### config.mk
export PLATFORM = sky130hd
export DESIGN_NAME = fsic_wb_cmd_master
export DESIGN_NICKNAME = d
export VERILOG_FILES = /design/src/rtl/fsic_wb_pkg.sv /design/src/rtl/fsic_cmd_fifo.sv /design/src/rtl/fsic_wb_cmd_master.sv
export SDC_FILE = /design/constraint.sdc
export NUM_CORES = 1
export LEC_CHECK = 0
export BUFFER_PORTS_ARGS = -buffer_cell sky130_fd_sc_hd__buf_2
export CAP_MARGIN = 15
export CELL_PAD_IN_SITES_DETAIL_PLACEMENT = 1
export CELL_PAD_IN_SITES_GLOBAL_PLACEMENT = 2
export CORE_ASPECT_RATIO = 0.8
export CORE_MARGIN = 2
export CORE_UTILIZATION = 47
export CTS_BUF_LIST = sky130_fd_sc_hd__clkbuf_2 sky130_fd_sc_hd__clkbuf_4 sky130_fd_sc_hd__clkbuf_8
export DETAILED_ROUTE_END_ITERATION = 8
export PLACE_DENSITY = 0.91
export REMOVE_ABC_BUFFERS = 1
export SKIP_LAST_GASP = 1
export SYNTH_ARGS = -nofsm -noshare
export SYNTH_HDL_FRONTEND = slang
export SYNTH_SLANG_ARGS = --single-unit
### constraint.sdc
create_clock -name wb_clk -period 4.2 [get_ports wb_clk]
set_clock_uncertainty 0.05 [all_clocks]
set_input_delay 0.21 -clock wb_clk [delete_from_list [all_inputs] [get_ports wb_clk]]
set_output_delay 0.21 -clock wb_clk [all_outputs]
set_load 0.05 [all_outputs]
### src/rtl/fsic_wb_pkg.sv
// Shared types for the FSIC Wishbone command master.
// - wb_state_e : bus sequencer states (idle, transaction on bus, post-transaction gap)
// - wb_cmd_t   : one queued command {we, adr, wdata, sel} at the default 32/32 bus widths
package fsic_wb_pkg;

  localparam int unsigned WB_ADDR_W = 32;
  localparam int unsigned WB_DATA_W = 32;

  typedef enum logic [1:0] {
    ST_IDLE = 2'd0,
    ST_BUS  = 2'd1,
    ST_GAP  = 2'd2
  } wb_state_e;

  typedef struct packed {
    logic                   we;
    logic [WB_ADDR_W-1:0]   adr;
    logic [WB_DATA_W-1:0]   wdata;
    logic [WB_DATA_W/8-1:0] sel;
  } wb_cmd_t;

  // Width of a flattened command word for arbitrary bus widths.
  function automatic int unsigned wb_cmd_width(input int unsigned aw, input int unsigned dw);
    return 1 + aw + dw + dw / 8;
  endfunction

endpackage

### src/rtl/fsic_cmd_fifo.sv
// Synchronous command FIFO, pDEPTH entries of pWIDTH bits.
// Ports: clk/rst_n (async active-low), push/wdata in, pop in, rdata = head (valid when !empty),
//        full/empty flags and exact occupancy count.
// A push while full or a pop while empty is ignored; a full FIFO never accepts in the
// same cycle it is popped, so full alone decides acceptance.
module fsic_cmd_fifo #(
  parameter int unsigned pWIDTH = 69,
  parameter int unsigned pDEPTH = 4
) (
  input  logic                       clk,
  input  logic                       rst_n,
  input  logic                       push,
  input  logic [pWIDTH-1:0]          wdata,
  input  logic                       pop,
  output logic [pWIDTH-1:0]          rdata,
  output logic                       full,
  output logic                       empty,
  output logic [$clog2(pDEPTH):0]    count
);

  localparam int unsigned PTR_W = $clog2(pDEPTH);
  localparam logic [PTR_W:0] DEPTH_CNT = (PTR_W+1)'(pDEPTH);

  logic [pWIDTH-1:0] mem_q [pDEPTH];
  logic [PTR_W-1:0]  wr_ptr_q, wr_ptr_d;
  logic [PTR_W-1:0]  rd_ptr_q, rd_ptr_d;
  logic [PTR_W:0]    count_q, count_d;
  logic              push_ok_s, pop_ok_s;

  assign full  = (count_q == DEPTH_CNT);
  assign empty = (count_q == '0);
  assign count = count_q;
  assign rdata = mem_q[rd_ptr_q];

  // Next-state pointers and occupancy from the accepted push/pop pair.
  always_comb begin
    push_ok_s = push && !full;
    pop_ok_s  = pop && !empty;
    wr_ptr_d  = wr_ptr_q;
    rd_ptr_d  = rd_ptr_q;
    count_d   = count_q;
    if (push_ok_s) begin
      wr_ptr_d = wr_ptr_q + PTR_W'(1);
    end else begin
      wr_ptr_d = wr_ptr_q;
    end
    if (pop_ok_s) begin
      rd_ptr_d = rd_ptr_q + PTR_W'(1);
    end else begin
      rd_ptr_d = rd_ptr_q;
    end
    if (push_ok_s && !pop_ok_s) begin
      count_d = count_q + (PTR_W+1)'(1);
    end else if (pop_ok_s && !push_ok_s) begin
      count_d = count_q - (PTR_W+1)'(1);
    end else begin
      count_d = count_q;
    end
  end

  // Pointer, count and storage registers.
  always_ff @(posedge clk or negedge rst_n) begin
    if (!rst_n) begin
      wr_ptr_q <= '0;
      rd_ptr_q <= '0;
      count_q  <= '0;
      for (int i = 0; i < int'(pDEPTH); i++) begin
        mem_q[i] <= '0;
      end
    end else begin
      wr_ptr_q <= wr_ptr_d;
      rd_ptr_q <= rd_ptr_d;
      count_q  <= count_d;
      if (push_ok_s) begin
        mem_q[wr_ptr_q] <= wdata;
      end
    end
  end

endmodule

### src/rtl/fsic_wb_cmd_master.sv
// Wishbone classic-cycle master fed by a command queue (wb_clk domain).
// Ports: cmd_* push interface (valid/ready), wbs_* Wishbone master signals, rsp_* one-cycle
//        response pulse (read data, echo of we, timeout error), busy, cmd_count (queue occupancy).
// One transaction is on the bus at a time; it ends on wbs_ack or after pTIMEOUT cycles of
// wbs_cyc without ack (pTIMEOUT = 0 disables the timeout). pGAP idle cycles follow each one.
module fsic_wb_cmd_master
  import fsic_wb_pkg::*;
#(
  parameter int unsigned pADDR_WIDTH = 32,
  parameter int unsigned pDATA_WIDTH = 32,
  parameter int unsigned pCMD_DEPTH  = 4,
  parameter int unsigned pTIMEOUT    = 64,
  parameter int unsigned pGAP        = 0
) (
  input  logic                        wb_clk,
  input  logic                        wb_rst,
  input  logic                        cmd_valid,
  output logic                        cmd_ready,
  input  logic                        cmd_we,
  input  logic [pADDR_WIDTH-1:0]      cmd_adr,
  input  logic [pDATA_WIDTH-1:0]      cmd_wdata,
  input  logic [pDATA_WIDTH/8-1:0]    cmd_sel,
  output logic                        wbs_cyc,
  output logic                        wbs_stb,
  output logic                        wbs_we,
  output logic [pADDR_WIDTH-1:0]      wbs_adr,
  output logic [pDATA_WIDTH-1:0]      wbs_wdata,
  output logic [pDATA_WIDTH/8-1:0]    wbs_sel,
  input  logic                        wbs_ack,
  input  logic [pDATA_WIDTH-1:0]      wbs_rdata,
  output logic                        rsp_valid,
  output logic                        rsp_we,
  output logic [pDATA_WIDTH-1:0]      rsp_rdata,
  output logic                        rsp_err,
  output logic                        busy,
  output logic [$clog2(pCMD_DEPTH):0] cmd_count
);

  localparam int unsigned AW    = pADDR_WIDTH;
  localparam int unsigned DW    = pDATA_WIDTH;
  localparam int unsigned SW    = pDATA_WIDTH / 8;
  localparam int unsigned CW    = wb_cmd_width(AW, DW);
  localparam int unsigned TW    = (pTIMEOUT > 0) ? $clog2(pTIMEOUT + 1) : 1;
  localparam int unsigned GW    = (pGAP > 1) ? $clog2(pGAP) : 1;
  localparam bit          TO_EN = (pTIMEOUT != 0);
  localparam logic [TW-1:0] TO_LAST  = TW'((pTIMEOUT > 0) ? pTIMEOUT - 1 : 0);
  localparam logic [GW-1:0] GAP_LAST = GW'((pGAP > 0) ? pGAP - 1 : 0);
  localparam wb_state_e     POST_ST  = (pGAP > 0) ? ST_GAP : ST_IDLE;

  wb_state_e         state_q, state_d;
  logic [TW-1:0]     to_cnt_q, to_cnt_d;
  logic [GW-1:0]     gap_cnt_q, gap_cnt_d;
  logic              cyc_q, cyc_d, stb_q, stb_d, we_q, we_d;
  logic [AW-1:0]     adr_q, adr_d;
  logic [DW-1:0]     wdata_q, wdata_d;
  logic [SW-1:0]     sel_q, sel_d;
  logic              rsp_valid_q, rsp_valid_d, rsp_we_q, rsp_we_d, rsp_err_q, rsp_err_d;
  logic [DW-1:0]     rsp_rdata_q, rsp_rdata_d;

  logic              pop_s, fifo_full_s, fifo_empty_s;
  logic [CW-1:0]     fifo_rdata_s;
  logic              head_we_s;
  logic [AW-1:0]     head_adr_s;
  logic [DW-1:0]     head_wdata_s;
  logic [SW-1:0]     head_sel_s;

  fsic_cmd_fifo #(
    .pWIDTH (CW),
    .pDEPTH (pCMD_DEPTH)
  ) u_fifo (
    .clk   (wb_clk),
    .rst_n (wb_rst),
    .push  (cmd_valid),
    .wdata ({cmd_we, cmd_adr, cmd_wdata, cmd_sel}),
    .pop   (pop_s),
    .rdata (fifo_rdata_s),
    .full  (fifo_full_s),
    .empty (fifo_empty_s),
    .count (cmd_count)
  );

  assign {head_we_s, head_adr_s, head_wdata_s, head_sel_s} = fifo_rdata_s;

  assign cmd_ready = !fifo_full_s;
  assign busy      = (state_q != ST_IDLE) || !fifo_empty_s;
  assign wbs_cyc   = cyc_q;
  assign wbs_stb   = stb_q;
  assign wbs_we    = we_q;
  assign wbs_adr   = adr_q;
  assign wbs_wdata = wdata_q;
  assign wbs_sel   = sel_q;
  assign rsp_valid = rsp_valid_q;
  assign rsp_we    = rsp_we_q;
  assign rsp_rdata = rsp_rdata_q;
  assign rsp_err   = rsp_err_q;

  // Sequencer next state: issue from queue, hold bus until ack/timeout, then optional gap.
  always_comb begin
    state_d     = state_q;
    to_cnt_d    = to_cnt_q;
    gap_cnt_d   = gap_cnt_q;
    cyc_d       = cyc_q;
    stb_d       = stb_q;
    we_d        = we_q;
    adr_d       = adr_q;
    wdata_d     = wdata_q;
    sel_d       = sel_q;
    rsp_valid_d = 1'b0;
    rsp_we_d    = rsp_we_q;
    rsp_err_d   = rsp_err_q;
    rsp_rdata_d = rsp_rdata_q;
    pop_s       = 1'b0;
    case (state_q)
      ST_IDLE: begin
        if (!fifo_empty_s) begin
          pop_s    = 1'b1;
          cyc_d    = 1'b1;
          stb_d    = 1'b1;
          we_d     = head_we_s;
          adr_d    = head_adr_s;
          wdata_d  = head_wdata_s;
          sel_d    = head_sel_s;
          to_cnt_d = '0;
          state_d  = ST_BUS;
        end else begin
          state_d  = ST_IDLE;
        end
      end
      ST_BUS: begin
        // Ack is checked first so an ack on the terminal timeout cycle still succeeds.
        if (wbs_ack || (TO_EN && (to_cnt_q == TO_LAST))) begin
          cyc_d       = 1'b0;
          stb_d       = 1'b0;
          we_d        = 1'b0;
          adr_d       = '0;
          wdata_d     = '0;
          sel_d       = '0;
          rsp_valid_d = 1'b1;
          rsp_we_d    = we_q;
          rsp_err_d   = !wbs_ack;
          rsp_rdata_d = (wbs_ack && !we_q) ? wbs_rdata : '0;
          gap_cnt_d   = '0;
          state_d     = POST_ST;
        end else begin
          to_cnt_d    = to_cnt_q + TW'(1);
        end
      end
      ST_GAP: begin
        if (gap_cnt_q == GAP_LAST) begin
          state_d   = ST_IDLE;
        end else begin
          gap_cnt_d = gap_cnt_q + GW'(1);
        end
      end
      default: begin
        state_d = ST_IDLE;
        cyc_d   = 1'b0;
        stb_d   = 1'b0;
      end
    endcase
  end

  // State, counters, bus and response registers; reset drops the bus with no response.
  always_ff @(posedge wb_clk or negedge wb_rst) begin
    if (!wb_rst) begin
      state_q     <= ST_IDLE;
      to_cnt_q    <= '0;
      gap_cnt_q   <= '0;
      cyc_q       <= 1'b0;
      stb_q       <= 1'b0;
      we_q        <= 1'b0;
      adr_q       <= '0;
      wdata_q     <= '0;
      sel_q       <= '0;
      rsp_valid_q <= 1'b0;
      rsp_we_q    <= 1'b0;
      rsp_err_q   <= 1'b0;
      rsp_rdata_q <= '0;
    end else begin
      state_q     <= state_d;
      to_cnt_q    <= to_cnt_d;
      gap_cnt_q   <= gap_cnt_d;
      cyc_q       <= cyc_d;
      stb_q       <= stb_d;
      we_q        <= we_d;
      adr_q       <= adr_d;
      wdata_q     <= wdata_d;
      sel_q       <= sel_d;
      rsp_valid_q <= rsp_valid_d;
      rsp_we_q    <= rsp_we_d;
      rsp_err_q   <= rsp_err_d;
      rsp_rdata_q <= rsp_rdata_d;
    end
  end

endmodule

Word level (Yosys, flattened, before mapping)
Cells that the tools add are included.
{"block": "totals", "regBits": 398}
{"block": "classes", "addsub": 6, "n_lt_le_gt_ge": 3, "n_eq_ne": 8, "n_mux": 35, "bitwise_logic": 3, "n_reduce_logical": 26}
{"op": "276-bit bitwise mux", "n": 1}
{"op": "69-bit 2-to-1 mux", "n": 3}
{"op": "69-bit binary-select mux with 2-bit select", "n": 1}
{"op": "69-bit demux with 2-bit select", "n": 1}
{"op": "32-bit 2-to-1 mux", "n": 4}
{"op": "32-bit case mux with 2 select lines", "n": 2}
{"op": "7-bit 2-to-1 mux", "n": 2}
{"op": "7-bit case mux with 2 select lines", "n": 1}
{"op": "1-bit 2-to-1 mux", "n": 9}
{"op": "3-bit AND reduction", "n": 3}
{"op": "4-bit 2-to-1 mux", "n": 2}
{"op": "2-bit != test (second input constant)", "n": 4}
{"op": "4-bit case mux with 2 select lines", "n": 1}
{"op": "2-bit nonzero test", "n": 4}
{"op": "7-bit by 1-bit adder with 7-bit output (second input constant)", "n": 1}
{"op": "7-bit by 6-bit == test with 1-bit output (second input constant)", "n": 1}
{"op": "3-bit greater-or-equal comparator (second input constant)", "n": 2}
{"op": "1-bit logical AND", "n": 6}
{"op": "1-bit logical NOT", "n": 6}
{"op": "3-bit 2-to-1 mux", "n": 2}
{"op": "2-bit inverter with 3-bit output", "n": 2}
{"op": "2-bit case mux with 3 select lines", "n": 1}
{"op": "2-bit AND reduction", "n": 3}
{"op": "2-bit by 1-bit adder with 2-bit output (second input constant)", "n": 2}
{"op": "other kinds (14)", "n": 17}

Depth between registers and ports, before layout
Gate-level depths: netlist of the first run.
{"block": "logic_depth", "depth_word": 7, "mapped_depth": 10}

By module
Synthesis of the first run repeated with hierarchy kept, for this count alone.
{"block": "hier_totals", "cells_unflattened": 1074, "hier_area_um2": 17326.6}
{"mod": "fsic_cmd_fifo", "instances": 1, "cells_each": 703, "area_each_um2": 12296.8, "seq_area_each_um2": 7081.8}
{"mod": "fsic_wb_cmd_master", "instances": 1, "cells_each": 371, "area_each_um2": 5029.8, "seq_area_each_um2": 2827.7}

Least setup slack after synthesis of the first run
OpenSTA, ideal clock, no wires.
{"block": "synth_path", "path_kind": "flip-flop to flip-flop", "from": "register u_fifo.count_q[2], in the netlist u_fifo.count[2]", "to": "register u_fifo.count_q[1], in the netlist u_fifo.count[1]", "setup_ns": 0.125, "arrival_time_ns": 2.341, "slack_ns": 1.684, "stages_incl_launch_ff": 9, "n_path_buf": 1, "path_cell_list": "dfrtp_1 or3b_1 buf_6 nand2_1 inv_1 ha_1 inv_1 fa_1 mux2_2"}
{"block": "synth_between", "word_cells_on_any_way": 14, "classes_between": "eq/ne: 1; mux: 3; reduce/logical: 10"}
{"item": "start, declared", "line": "fsic_cmd_fifo.sv:27", "text": "logic [PTR_W:0] count_q, count_d;"}
{"item": "start signal, assigned", "line": "fsic_cmd_fifo.sv:73", "text": "count_q <= count_d;"}
{"item": "3-bit == test", "line": "fsic_cmd_fifo.sv:30", "text": "assign full = (count_q == DEPTH_CNT);"}
{"item": "1-bit logical NOT"}
{"item": "net cmd_ready", "line": "fsic_wb_cmd_master.sv:18", "text": "output logic cmd_ready,"}
{"item": "1-bit logical AND", "line": "fsic_cmd_fifo.sv:37", "text": "push_ok_s = push && !full;"}
{"item": "net u_fifo.push_ok_s", "line": "fsic_cmd_fifo.sv:28", "text": "logic push_ok_s, pop_ok_s;"}
{"item": "1-bit logical AND", "line": "fsic_cmd_fifo.sv:52", "text": "if (push_ok_s && !pop_ok_s) begin"}
{"item": "3-bit 2-to-1 mux", "line": "fsic_cmd_fifo.sv:52"}
{"item": "net u_fifo.count_d[1]", "line": "fsic_cmd_fifo.sv:27"}
The timed path passes the listed nets, and every way through them passes these cells.
A chain may end at the register's enable or synchronous reset.

Final worst setup path of the first run
{"block": "layout_path", "from": "register to_cnt_q[0]", "to": "register wdata_q[2], in the netlist wbs_wdata[2]"}
{"block": "layout_between", "elab_chain_len": 4}
{"item": "start, declared", "line": "fsic_wb_cmd_master.sv:51", "text": "logic [TW-1:0] to_cnt_q, to_cnt_d;"}
{"item": "start signal, assigned", "line": "fsic_wb_cmd_master.sv:181", "text": "to_cnt_q <= to_cnt_d;"}
{"item": "7-bit by 6-bit == test with 1-bit output", "line": "fsic_wb_cmd_master.sv:131", "text": "if (wbs_ack || (TO_EN && (to_cnt_q == TO_LAST))) begin"}
{"item": "1-bit logical OR", "line": "fsic_wb_cmd_master.sv:131"}
{"item": "2-bit != test (no source line)"}
{"item": "3-bit AND reduction (no source line)"}
{"item": "end signal, assigned", "line": "fsic_wb_cmd_master.sv:187", "text": "wdata_q <= wdata_d;"}
{"item": "end, declared", "line": "fsic_wb_cmd_master.sv:55", "text": "logic [DW-1:0] wdata_q, wdata_d;"}
Every way passes these cells.

==> run summary, run 1 <==
# setup viols final: 0
Critical Path AT: 3.31 ns
DP Wirelength: 26,500 um
Post-synth EDFFs: 0
status: complete, no violations
CP Capture Type: flop
chip width: 217 um
Reg clk slew, reported paths: 0.06 ns
Starting Density: 47.6%
achievable frequency: 353 MHz
Seq/Total Area, Yosys: 57.9%
max-cap viol count: 0
die height: 175 um
RSZ-0062 raised after global routing: no
Ports: 216
Internal Power: 11,300 uW
nets@finish: 1,503
endpoints failing hold: 0
Setup Buffers After CTS: 0
first-pass GRT wire length: 70,400 um
core area: 35,900 um2
Avg Inst Size Synth: 15.9 um2
Setup crit start kind: flop
worst r2r src: to_cnt_q[0]$_DFFE_PN0P_
Gate power share: 42.4%
vias: 10,822
Final period util: 67.4%
dominant cell type by area after synthesis: dfrtp_1
port bufs: 215
critical path type: reg2reg
clock group share of total power: 18.7%
DRC: 0
mapped cell area: 17,100 um2
cells after synthesis: 1,075
Rel. slew slack: 20.3%
vias in the first global route: 12,054
total gr overflow: 0
GRT Total Usage: 23.8%
HP Class: in2async
clk_lat worst skew: 0.64 ns
fin worst setup slack: 1.37 ns
DRT Pass-1 Iters: 4
switching power: 6970 uW
Final Critical Period: 2.83 ns
initial DRC count: 591
CTS tree: done
initial antenna violation count: 1
Leak Pwr: 0.00938 uW
share of layout cells above drive strength 1: 49.0%
H-tree levels: 2
vias per inst: 5.65
post-synthesis register bit count: 396
IR Drop Worst-Case VDD: 0.415 mV
critical path launch point: to_cnt_q[0]$_DFFE_PN0P_
CTS Buf Count: 60
clock sinks: 396
Reg power frac: 38.9%
Finished Layout Cells: 1,917
largest net degree at the start of global routing: 119
root buffer cell: clkbuf_8
Place WS: 1.40 ns
largest cells by area after synthesis: dfrtp_1 (58%), mux2_2 (16%), mux4_2 (9.1%)
Routed Antenna Nets: 0
worst slew pin tran: 1.20 ns
Area Growth Syn to Fin: 21.9%
yosys warns: 0
Synth top area share: 57.9%
placed insts: 1,704
worst-case clock buffer depth: 3
Crit path required time: 4.68 ns
routability-driven placement congestion ratio: 0.745
Pwr Density: 874 nW/um2
Unique masters post-synth: 47
Total Wirelength: 44,700 um
Core Rows: 62
ys flop type: dfrtp_1
Switching Fraction: 38.3%
count leader, synth: dfrtp_1
FFs w/ async S/R, synth: 100%
Synth top cells by count: dfrtp_1 (396), mux2_2 (239), o21ai_0 (70)
worst-path fanout max: 47
Slew Limit Fails: 0
die area: 38,000 um2
WL/cell: 23.3 um
## final cells by class
cell class	instances	area [um2]
fillers	3393	15100
inverters	8	31.3
repair buffers	340	2350
multi-input cells	585	6650
clock buffers	95	1170
well taps	480	601
clock inverters	10	129
diodes	3	7.51
flip-flops and latches	396	9920
## flip-flops by register name, summed over array words and instances (netlist names)
signal	flops
u_fifo.mem_q	276
rsp_rdata	32
wbs_adr	32
wbs_wdata	32
to_cnt_q	7
wbs_sel	4
u_fifo.count	3
u_fifo.rd_ptr_q	2
u_fifo.wr_ptr_q	2
rsp_err	1
rsp_valid	1
rsp_we	1
state_q	1
wbs_stb	1
wbs_we	1
## metrics by stage
step / utilization [%] / setup TNS [ns] / hold WS (ns) / total power [uW] / cell area (um2)
detailed placement: 51.5 / 0 / 0.313 / 14700 / 18500
finish: 58.1 / 0 / 0.175 / 18200 / 20900
CTS: 58.0 / 0 / 0.227 / 18300 / 20800
global route: 58.1 / 0 / 0.249 / 19200 / 20900
global placement: 51.5 / 0 / 0.292 / 14300 / 18500
floorplan: - / -31.30 / -0.136 / 12600 / 16600
## power groups by stage
stage	Sequential, uW	Clock [uW]	Combinational [uW]
CTS	7070	3490	7760
global route	7320	3660	8210
floorplan	8220	0	4340
finish	7090	3410	7720
global placement	6960	0	7380
detailed placement	7110	0	7640
## routing by layer
layer / wire [um] / track usage (%)
met5: 0 / 0
met4: 855 / 5.91
met3: 2570 / 5.12
met2: 22100 / 40.4
met1: 19100 / 31.4
## kinds of logic (layout without fill, tap and decap cells)
group           Yosys count  count (layout)  share of synthesized area [%]
flops                   396             396                           57.9
mux                     348             348                           28.3
compound gates          189             189                           8.03
buf+inv                  94             453                           3.33
simple gates             35              35                           1.54
fa+ha+maj                 7               7                          0.556
xor+xnor                  6               6                          0.307
other cells               0               3                              0
## final timing paths
| kind | to | slack [ns] | cells after the start |
|---|---|---|---|
| max in group asynchronous | u_fifo.mem_q[91]$_DFFE_PN0P_ | 2.70 | 3 |
| worst min register to register | u_fifo.mem_q[110]$_DFFE_PN0P_ | 0.45 | 1 |
| worst max register to register | wbs_wdata[2]$_DFFE_PN0P_ | 1.37 | 6 |
| min in group wb_clk | rsp_rdata[12]$_DFFE_PN0P_ | 0.31 | 3 |
| worst max-delay path | wbs_wdata[2]$_DFFE_PN0P_ | 1.37 | 6 |
| worst min-delay path | rsp_rdata[6]$_DFFE_PN0P_ | 0.17 | 2 |
## layout by cell type (no fill, tap or decap), types with 16 or more instances in the layout
master,synthesis,layout
mux2_2,239,239
clkbuf_8,0,73
o2bb2ai_1,69,69
mux4_2,69,69
clkbuf_4,0,22
buf_2,16,214
buf_4,21,16
dlygate4sd3_1,0,104
mux2_4,40,40
dfrtp_1,396,393
o21ai_0,70,70
a22o_1,32,32
## critical path, cell delays in order (launching register included)
cell and delay (ns):
dfrtp_1 0.44, ha_1 0.29, and3b_1 0.29, a31oi_4 0.24, clkinv_2 0.70, buf_4 0.52, o2bb2ai_1 0.18
## timing repair
item	in CTS	in global routing
resized for setup	0	0
endpoints found under the hold margin	423	0
hold buffers	104	0
Note: power is estimated with default switching activity, not from simulation.
==> run 2, diff against run 1 <==
Settings changed: ABC_AREA set to 1, CORE_UTILIZATION 47 to 32, PLACE_DENSITY 0.91 to 0.8.
Clock period 4.2 ns to 2.5 ns, I/O delays scaled along.
==> run 2 against run 1 <==
  * Final cell count grew 65%
  * Sequential share of layout area fell by 2.2 points
  * Largest cell class unchanged
  * Utilization decreased by 18 points
  * Synthesized area up 2.7%
  * Critical endpoint is now u_fifo.mem_q[81]$_DFFE_PN0P_
  * Register-to-register slack lost 1.0 ns
  * Setup slack got worse by 1.0 ns
  * Highest routed layer is now met5
==> run summary, run 2 <==
status: complete, no violations
vias per inst: 5.03 (-11%)
Synth top area share: 56.4% (-1.5 points)
Critical Path AT: 2.68 ns (-0.63 ns)
critical path type: reg2reg
port bufs: 215 (unchanged)
Crit path required time: 3.01 ns (-1.67 ns)
core area: 54,100 um2 (+51%)
Setup Buffers After CTS: 0 (unchanged)
HP Class: in2reg
CP Capture Type: flop
mapped cell area: 17,600 um2 (+2.7%)
max-cap viol count: 0 (unchanged)
count leader, synth: nand2_1
IR Drop Worst-Case VDD: 0.924 mV (+120%)
Cell Chain, Critical Path: inv_2 -> nand3_2 -> nand2_8 -> buf_12 -> buf_4 -> o21ai_0 -> nand2_1
first-pass GRT wire length: 97,200 um (+38%)
Area Growth Syn to Fin: 24.3%
FFs w/ async S/R, synth: 100% (unchanged)
Unique masters post-synth: 30 (-36%)
Core Rows: 76 (+23%)
worst r2r path cells: 7 (+1)
Ports: 216 (unchanged)
Bufs and invs on worst path: 3 (+1)
achievable frequency: 461 MHz (+30%)
worst slew pin tran: 0.761 ns (-0.434 ns)
vias in the first global route: 17,223 (+43%)
clk_lat worst skew: 0.64 ns (about the same)
yosys warns: 0 (unchanged)
Starting Density: 32.5% (-15 points)
GRT Total Usage: 21.8% (-2.0 points)
clock sinks: 396 (unchanged)
sum of negative setup slack: 0 ns (unchanged)
CTS tree: done
initial DRC count: 1,002 (+70%)
largest cells by area after synthesis: dfrtp_1 (56%), nand2_1 (18%), o21ai_0 (11%)
crit-path max cell delay: 0.51 ns (-0.19 ns)
root buffer cell: clkbuf_8
Post-CTS Hold Buffers: 106 (+1.9%)
# setup viols final: 0 (unchanged)
largest net degree at the start of global routing: 117 (-1.7%)
DP Wirelength: 33,400 um (+26%)
endpoints failing hold: 0 (unchanged)
nets@finish: 2,520 (+68%)
initial antenna violation count: 3 (+2)
Worst path slowest cell: buf_4
WHS Path Cells: 3
post-synthesis register bit count: 396 (unchanged)
Routed Antenna Nets: 0 (unchanged)
Crit path max-delay family: buffers and inverters
worst-path fanout max: 116 (+150%)
worst r2r src: u_fifo.count[0]$_DFFE_PN0P_
Worst Hold End: rsp_err$_DFFE_PN0P_
most common cell after layout, fill and taps aside: nand2_1
Leak Pwr: 0.0109 uW (+17%)
H-tree levels: 3 (+1)
reg-to-reg slack, setup: 0.33 ns (-1.04 ns)
total gr overflow: 0 (unchanged)
Pwr Density: 1400 nW/um2 (+60%)
DRC: 0 (unchanged)
hold path start: wbs_ack
worst-case clock buffer depth: 3 (unchanged)
Post-synth EDFFs: 0 (unchanged)
DRT Pass-1 Iters: 4 (unchanged)
die height: 214 um (+22%)
CTS Buf Count: 71 (+18%)
routability-driven placement congestion ratio: 0.755 (+1.5%)
share of layout cells above drive strength 1: 16.6% (-32 points)
cts repair resizes: 0 (unchanged)
WL/cell: 19.2 um (-18%)
Synth top cells by count: nand2_1 (848), dfrtp_1 (396), o21ai_0 (383)
Total Wirelength: 60,600 um (+36%)
ys flop type: dfrtp_1
Fillers: 6,425 (+89%)
Final period util: 86.8% (+19 points)
RSZ-0062 raised after global routing: no
max reg flops: 276 (unchanged)
dominant cell type by area after synthesis: dfrtp_1
Avg Inst Size Synth: 8.26 um2 (-48%)
most frequent cells in the layout: nand2_1 (848), dfrtp_1 (394), o21ai_0 (383)
worst r2r dst: u_fifo.mem_q[81]$_DFFE_PN0P_
Final Critical Period: 2.17 ns (-0.661 ns)
Rel. slew slack: 49.2% (+29 points)
Seq/Total Area, Yosys: 56.4% (-1.5 points)
chip width: 266 um (+22%)
die area: 56,800 um2 (+50%)
Setup crit start kind: flop
cells after synthesis: 2,128 (+98%)
Design Power: 30,500 uW (+67%)
Slew Limit Fails: 0 (unchanged)
vias: 15,901 (+47%)
Reg clk slew, reported paths: 0.06 ns (about the same)
Largest Register: u_fifo.mem_q
## run 2: changes by cell type in the layout (fill, tap and decap cells not counted), sizes merged, moves of 13 or more
| cell | before | now |
|---|---|---|
| o21ai | 70 | 454 |
| mux4 | 69 | 0 |
| nand2 | 6 | 851 |
| buf | 236 | 259 |
| o22ai | 1 | 67 |
| clkbuf | 95 | 119 |
| inv | 8 | 21 |
| a22o | 32 | 0 |
| o2bb2ai | 69 | 0 |
| mux2 | 279 | 0 |
| nor2 | 3 | 150 |
## run 2: logic make-up after synthesis
kind of cell	after synthesis	share of synthesized area, %
compound gates	527	15.6
xor+xnor	6	0.299
fa+ha+maj	7	0.541
buf+inv	179	5.12
flops	396	56.4
simple gates	1013	22.1
## run 2: layout make-up
cell class	count	area [um2]	share of cell area [%]
diodes	2	5.00	0.0229
repair buffers	365	2700	12.4
multi-input cells	1553	6790	31.1
clock inverters	3	23.8	0.109
well taps	702	878	4.02
clock buffers	119	1460	6.69
inverters	21	82.6	0.378
flip-flops and latches	396	9910	45.4
## run 2: worst min-delay path: stages
cell and delay, ns:
dlygate4sd3_1 0.54, buf_2 0.13, o21ai_2 0.05
## run 2: power breakdown
part	switching [uW]	leakage (uW)	internal, uW
logic	9780	0.00512	3700
clock network	2770	0.000788	3660
registers	1420	0.00503	9190
total	14000	0.0109	16500
## run 2: worst max path at each step
stage,startpoint,to,slack (ns),depth (start not counted)
2_1_floorplan,u_fifo.rd_ptr_q[0]$_DFFE_PN0P_,wbs_sel[2]$_DFFE_PN0P_,-1.89,5
3_3_place_gp,u_fifo.count[0]$_DFFE_PN0P_,u_fifo.mem_q[189]$_DFFE_PN0P_,0.49,7
3_5_place_dp,u_fifo.count[0]$_DFFE_PN0P_,u_fifo.mem_q[150]$_DFFE_PN0P_,0.43,7
4_1_cts,u_fifo.count[0]$_DFFE_PN0P_,u_fifo.mem_q[189]$_DFFE_PN0P_,0.40,7
5_1_grt,u_fifo.count[0]$_DFFE_PN0P_,u_fifo.mem_q[207]$_DFFE_PN0P_,0.22,7
6_report,u_fifo.count[0]$_DFFE_PN0P_,u_fifo.mem_q[81]$_DFFE_PN0P_,0.33,7
## run 2: metrics by stage
stage / instance area [um2] / hold slack (ns) / cells / utilization [%] / setup WS, ns
after floorplan: 16800 / -0.221 / 1970 / - / -1.89
after global placement: 19300 / 0.104 / 2931 / 35.7 / 0.491
after detailed placement: 19300 / 0.0966 / 2931 / 35.7 / 0.428
after CTS: 21900 / 0.122 / 3159 / 40.4 / 0.404
after global routing: 21900 / 0.179 / 3161 / 40.4 / 0.217
final: 21900 / 0.192 / 3161 / 40.4 / 0.330
## run 2: per-layer routing
layer	part of all wire, %	GRT usage [%]	vias up
met2	48	36.3	295
met5	0.020	0	-
li1	-	-	7479
met1	47	29.3	8039
met4	1.9	6.04	2
met3	3.6	3.86	86
